<file path="config.mk">
export PLATFORM = sky130hd
export DESIGN_NAME = shift_register_n_flat
export DESIGN_NICKNAME = d
export VERILOG_FILES = /design/src/rtl/shift_register_n_pkg.sv /design/src/rtl/shift_register_n_if.sv /design/src/rtl/shift_register_n_stage.sv /design/src/rtl/shift_register_n.sv /design/src/flat_wrapper.sv
export SDC_FILE = /design/constraint.sdc
export NUM_CORES = 1
export LEC_CHECK = 0
export ABC_AREA = 1
export CAP_MARGIN = 20
export CORE_ASPECT_RATIO = 0.8
export CORE_UTILIZATION = 40
export DETAILED_ROUTE_END_ITERATION = 6
export GPL_TIMING_DRIVEN = 0
export PLACE_DENSITY = 0.93
export SYNTH_ARGS = -nofsm -noshare
export SYNTH_HDL_FRONTEND = slang
export SYNTH_SLANG_ARGS = --single-unit
</file>
<file path="constraint.sdc">
create_clock -name clk -period 2 [get_ports clk]
set_input_delay 0.6 -clock clk [delete_from_list [all_inputs] [get_ports clk]]
set_output_delay 0.6 -clock clk [all_outputs]
set_load 0.03 [all_outputs]
</file>
<file path="src/rtl/shift_register_n_pkg.sv">
// Shared mode encodings and sizing helper for the shift_register_n delay line.
package shift_register_pkg;

   localparam logic [1:0] MODE_HOLD  = 2'b00;
   localparam logic [1:0] MODE_SHIFT = 2'b01;
   localparam logic [1:0] MODE_LOAD  = 2'b10;
   localparam logic [1:0] MODE_CLEAR = 2'b11;

   // Bits needed to count 0..depth inclusive.
   function automatic int unsigned fill_width(input int unsigned depth);
      return $clog2(depth + 1);
   endfunction

endpackage

</file>
<file path="src/rtl/shift_register_n_if.sv">
// Control/data bundle between a datapath driver and the shift_register_n delay line.
interface shift_register_n_if #(
   parameter int unsigned WIDTH = 8,
   parameter int unsigned DEPTH = 4
);
   import shift_register_pkg::*;

   localparam int unsigned FW = fill_width(DEPTH);

   logic [1:0]             mode;
   logic [WIDTH-1:0]       d;
   logic [WIDTH*DEPTH-1:0] load_d;
   logic [WIDTH-1:0]       q;
   logic [WIDTH*DEPTH-1:0] q_all;
   logic [FW-1:0]          fill;
   logic                   primed;

   modport master (output mode, d, load_d, input  q, q_all, fill, primed);
   modport slave  (input  mode, d, load_d, output q, q_all, fill, primed);

endinterface

</file>
<file path="src/rtl/shift_register_n_stage.sv">
// One WIDTH-bit stage of the delay line: hold, shift, load or clear per mode.
module sr_stage
   import shift_register_pkg::*;
#(
   parameter int unsigned     WIDTH     = 8,
   parameter logic [WIDTH-1:0] RESET_VAL = '0
) (
   input  logic             clk,
   input  logic             reset_n,
   input  logic [1:0]       mode,
   input  logic [WIDTH-1:0] shift_in,
   input  logic [WIDTH-1:0] load_in,
   output logic [WIDTH-1:0] q
);

   logic [WIDTH-1:0] stage_q;
   logic [WIDTH-1:0] stage_d;

   always_comb begin
      stage_d = stage_q;
      unique case (mode)
         MODE_HOLD:  stage_d = stage_q;
         MODE_SHIFT: stage_d = shift_in;
         MODE_LOAD:  stage_d = load_in;
         MODE_CLEAR: stage_d = RESET_VAL;
      endcase
   end

   always_ff @(posedge clk or negedge reset_n) begin
      if (!reset_n) stage_q <= RESET_VAL;
      else          stage_q <= stage_d;
   end

   assign q = stage_q;

endmodule

</file>
<file path="src/rtl/shift_register_n.sv">
// DEPTH x WIDTH delay line with parallel load, synchronous clear and a saturating fill count.
module shift_register_n
   import shift_register_pkg::*;
#(
   parameter int unsigned      WIDTH     = 8,
   parameter int unsigned      DEPTH     = 4,
   parameter logic [WIDTH-1:0] RESET_VAL = '0
) (
   input  logic             clk,
   input  logic             reset_n,
   shift_register_n_if.slave bus
);

   localparam int unsigned FW = fill_width(DEPTH);

   logic [WIDTH-1:0]       stage_q [DEPTH];
   logic [WIDTH*DEPTH-1:0] q_all_w;
   logic [FW-1:0]          fill_q;
   logic [FW-1:0]          fill_d;

   for (genvar i = 0; i < DEPTH; i++) begin : g_stage
      logic [WIDTH-1:0] shift_in;
      if (i == 0) begin : g_head
         assign shift_in = bus.d;
      end else begin : g_body
         assign shift_in = stage_q[i-1];
      end

      sr_stage #(
         .WIDTH     (WIDTH),
         .RESET_VAL (RESET_VAL)
      ) u_stage (
         .clk      (clk),
         .reset_n  (reset_n),
         .mode     (bus.mode),
         .shift_in (shift_in),
         .load_in  (bus.load_d[i*WIDTH +: WIDTH]),
         .q        (stage_q[i])
      );
   end

   // Saturation test precedes the add, so the count never wraps even at DEPTH = 2^FW-1.
   always_comb begin
      fill_d = fill_q;
      unique case (bus.mode)
         MODE_HOLD:  fill_d = fill_q;
         MODE_SHIFT: if (fill_q != FW'(DEPTH)) fill_d = fill_q + FW'(1);
         MODE_LOAD:  fill_d = FW'(DEPTH);
         MODE_CLEAR: fill_d = '0;
      endcase
   end

   always_ff @(posedge clk or negedge reset_n) begin
      if (!reset_n) fill_q <= '0;
      else          fill_q <= fill_d;
   end

   always_comb begin
      q_all_w = '0;
      for (int i = 0; i < int'(DEPTH); i++) q_all_w[i*WIDTH +: WIDTH] = stage_q[i];
   end

   assign bus.q      = stage_q[DEPTH-1];
   assign bus.q_all  = q_all_w;
   assign bus.fill   = fill_q;
   assign bus.primed = (fill_q == FW'(DEPTH));

endmodule

</file>
<file path="src/flat_wrapper.sv">
// flat-port wrapper written by rule: the top's interface ports become plain ports
module shift_register_n_flat import shift_register_pkg::*;
#(
   parameter int unsigned      WIDTH     = 8,
   parameter int unsigned      DEPTH     = 4,
   parameter logic [WIDTH-1:0] RESET_VAL = '0
)
  (clk, reset_n, bus_mode, bus_d, bus_load_d, bus_q, bus_q_all, bus_fill, bus_primed);
  shift_register_n_if #(.WIDTH(WIDTH), .DEPTH(DEPTH)) bus_i ();
  input  logic clk;
  input  logic reset_n;
  input wire logic [$bits(bus_i.mode)-1:0] bus_mode;
  input wire logic [$bits(bus_i.d)-1:0] bus_d;
  input wire logic [$bits(bus_i.load_d)-1:0] bus_load_d;
  output wire logic [$bits(bus_i.q)-1:0] bus_q;
  output wire logic [$bits(bus_i.q_all)-1:0] bus_q_all;
  output wire logic [$bits(bus_i.fill)-1:0] bus_fill;
  output wire logic [$bits(bus_i.primed)-1:0] bus_primed;
  assign bus_i.mode = bus_mode;
  assign bus_i.d = bus_d;
  assign bus_i.load_d = bus_load_d;
  assign bus_q = bus_i.q;
  assign bus_q_all = bus_i.q_all;
  assign bus_fill = bus_i.fill;
  assign bus_primed = bus_i.primed;
  shift_register_n #(.WIDTH(WIDTH), .DEPTH(DEPTH), .RESET_VAL(RESET_VAL)) u_core (.clk(clk), .reset_n(reset_n), .bus(bus_i));
endmodule
</file>
==> run metrics <==
slew at the pin closest to its max-slew limit=777 ps; Max-Cap Viols=0; full die area=4390 sq um; Core Area=3880 sq um; Fillers=324; placed cells=350; CTS H-Tree Depth=2; Clock Skews=1.95 ps; maximum fanout along the worst path=3; Avg Synthesized Cell Area=7.94 sq um; die height=59.5 microns; cells along the critical path=clkdlybuf4s50_1; Finished Layout Cells=358; VDD IR max=425 uV; CP top delay family=buffers and inverters; Synth area leaders=dfrtp_1, nand2_1, nand3_1, buf_4, buf_2; Initial Utilization=0.426; Worst slew margin=0.482; Max Slew Vio Count=0; ANT cells=0; leakage power=0.00145 uW; kind of critical path=register to output port; PortBufs=87; drt drc=0; largest net degree at the start of global routing=36; Seq/Total Area, Yosys=0.530; Total Wirelength=4.63 mm; sequential cell area=876 sq um; Rows=20; I/O pin total=88; Final Cycle Share=0.980; post-synthesis mux area share=0; final hold viol count=0; clock tree buffer depth=2; Clock Latency Late Sink=290 ps; clock root cell=clkbuf_8; CTS tree=done; all-layer global routing usage=0.234; Finish-stage setup viols=0; total design power=1990 uW; Tmin final=1960 ps; Worst path slowest cell=clkdlybuf4s50_1; Syn. warnings=0; post-synth top area share=0.530; largest family of logic cells by synthesized area=simple AND/OR/NAND/NOR gates; chip width=73.8 microns; Final TNS setup=0 ps; CP max stage delay=690 ps; Layout area overhead=63.6%; fmax=0.510 GHz; Avg WL per Cell=12.9 microns; Final Core Density=0.697; area of the multi-input gates=639 sq um; CP Data Arrival Time=1360 ps; Yosys cell types=12; Adder-Cell Fraction of Synth Area=0.0152; drt first pass iters=4; Post-Synth Simple-Gate Area=0.370; initial antenna violation count=0; number of global-route vias before repair=1644; post-DR vias/cell=4.71; startpoint class of the critical path=register; Final HPWL DP=3.41 mm; initial DRC count=91; mapped cell area=1650 sq um; clock sink count=35; total vias in the final route=1687; Net Count, Synth=254; power per cell area=735 nW/um^2; status=complete, no violations; RSZ-0062 raised after global routing=false; Synth Register Bits=35; Clock transition at path regs=70 ps; compound-gate portion of the synthesized area=0; xor/xnor share of the synthesized area=0; Post-CTS Setup Bufs=0; layout cells sized above 1=0.106; first-pass GRT wire length=7.46 mm; crit end category=output port; CP bufs+invs=1; cts bufs inserted=5; final RePlAce weighted congestion=0.807; Hold Path Class=input pin to asynchronous set/reset pin; Syn Inst Count=208; Nets=348; leading area contributor after synthesis=dfrtp_1; antenna-violating nets left=0; CTS Hold Bufs=0; WP data required=1400 ps; GRT Residual Overflow=0
## synth_stat cells
library cell / number
inv_1: 5
buf_4: 11
inv_2: 2
dfrtp_1: 35
nor2_1: 2
nand4_1: 2
nor2_4: 1
ha_1: 2
buf_2: 6
nand2_1: 106
nand3_1: 34
nor2_2: 2
## worst register-to-register path, cell delays in order, from the launching register on
cell and delay (ps):
dfrtp_1 390, inv_1 80, ha_1 210, nand2_2 90, nand2_1 80, nor2_1 140, nor2_1 50
## final cells by class
cell class / instances / area share
Inverter: 7 / 0.00972
Timing Repair Buffer: 87 / 0.325
Clock buffer: 8 / 0.0370
Tap cell: 55 / 0.0255
Multi-Input combinational cell: 149 / 0.237
Buffer: 17 / 0.0417
Sequential cell: 35 / 0.324
## through the flow
step                hold WS, ps  setup WS [ps]  instance area (sq um)
finish                      384           40.5                   2700
global route                426          0.183                   2700
detailed placement          509          -50.2                   2590
floorplan                   304            339                   1650
CTS                         406          -2.90                   2680
global placement            499           -403                   2590
## cells in the final DEF (no fill, tap or decap), drive strengths merged
cell type	synthesis	layout
nand2	106	106
ha	2	2
dlygate4sd2	0	9
clkbuf	0	8
buf	17	19
nor2	5	5
nand3	34	34
dlymetal6s2s	0	12
dfrtp	35	35
inv	7	7
clkdlybuf4s50	0	64
nand4	2	2
## kinds of logic (layout without fill, tap and decap cells)
family,Yosys count,after routing
simple gates,147,147
flops,35,35
buf+inv,24,119
fa+ha+maj,2,2
## final timing paths
path | from | depth (start not counted) | slack (ps) | endpoint
min | reset_n | 1 | 380 | u_core.g_stage[3].u_stage.q[3]
min in group clk | u_core.g_stage[1].u_stage.q[4] | 2 | 520 | u_core.g_stage[2].u_stage.q[4]
max | u_core.g_stage[0].u_stage.q[3] | 1 | 40 | bus_q_all[3]
max reg2reg | u_core.bus.fill[0] | 6 | 850 | u_core.bus.fill[2]
max in group asynchronous | reset_n | 1 | 1130 | u_core.bus.fill[1]
min reg2reg | u_core.g_stage[1].u_stage.q[4] | 2 | 520 | u_core.g_stage[2].u_stage.q[4]
## power by group
group	leakage (uW)	switching, uW	internal [uW]	total [uW]
Clock	0.0000515	248	314	563
Combinational	0.000951	330	262	593
Sequential	0.000452	57.2	774	831
Total	0.00145	636	1350	1990
## registers in the layout, indices dropped and copies added, names as in the netlist
| signal | cells |
|---|---|
| u_core.bus.fill | 3 |
| u_core.g_stage.u_stage.q | 32 |
## repair_timing
action                     CTS  global route
resized for setup           12            15
setup endpoints to repair   10            13
pin swaps                    0             0
## routing by layer
| metal | global-route usage | up-vias | part of all wire |
|---|---|---|---|
| met4 | 0.0769 | 0 | 0.019 |
| met2 | 0.415 | 67 | 0.49 |
| li1 | - | 838 | - |
| met1 | 0.265 | 770 | 0.41 |
| met3 | 0.0816 | 12 | 0.081 |
| met5 | 0 | - | 0 |
Note: power is estimated with default switching activity, not from simulation.
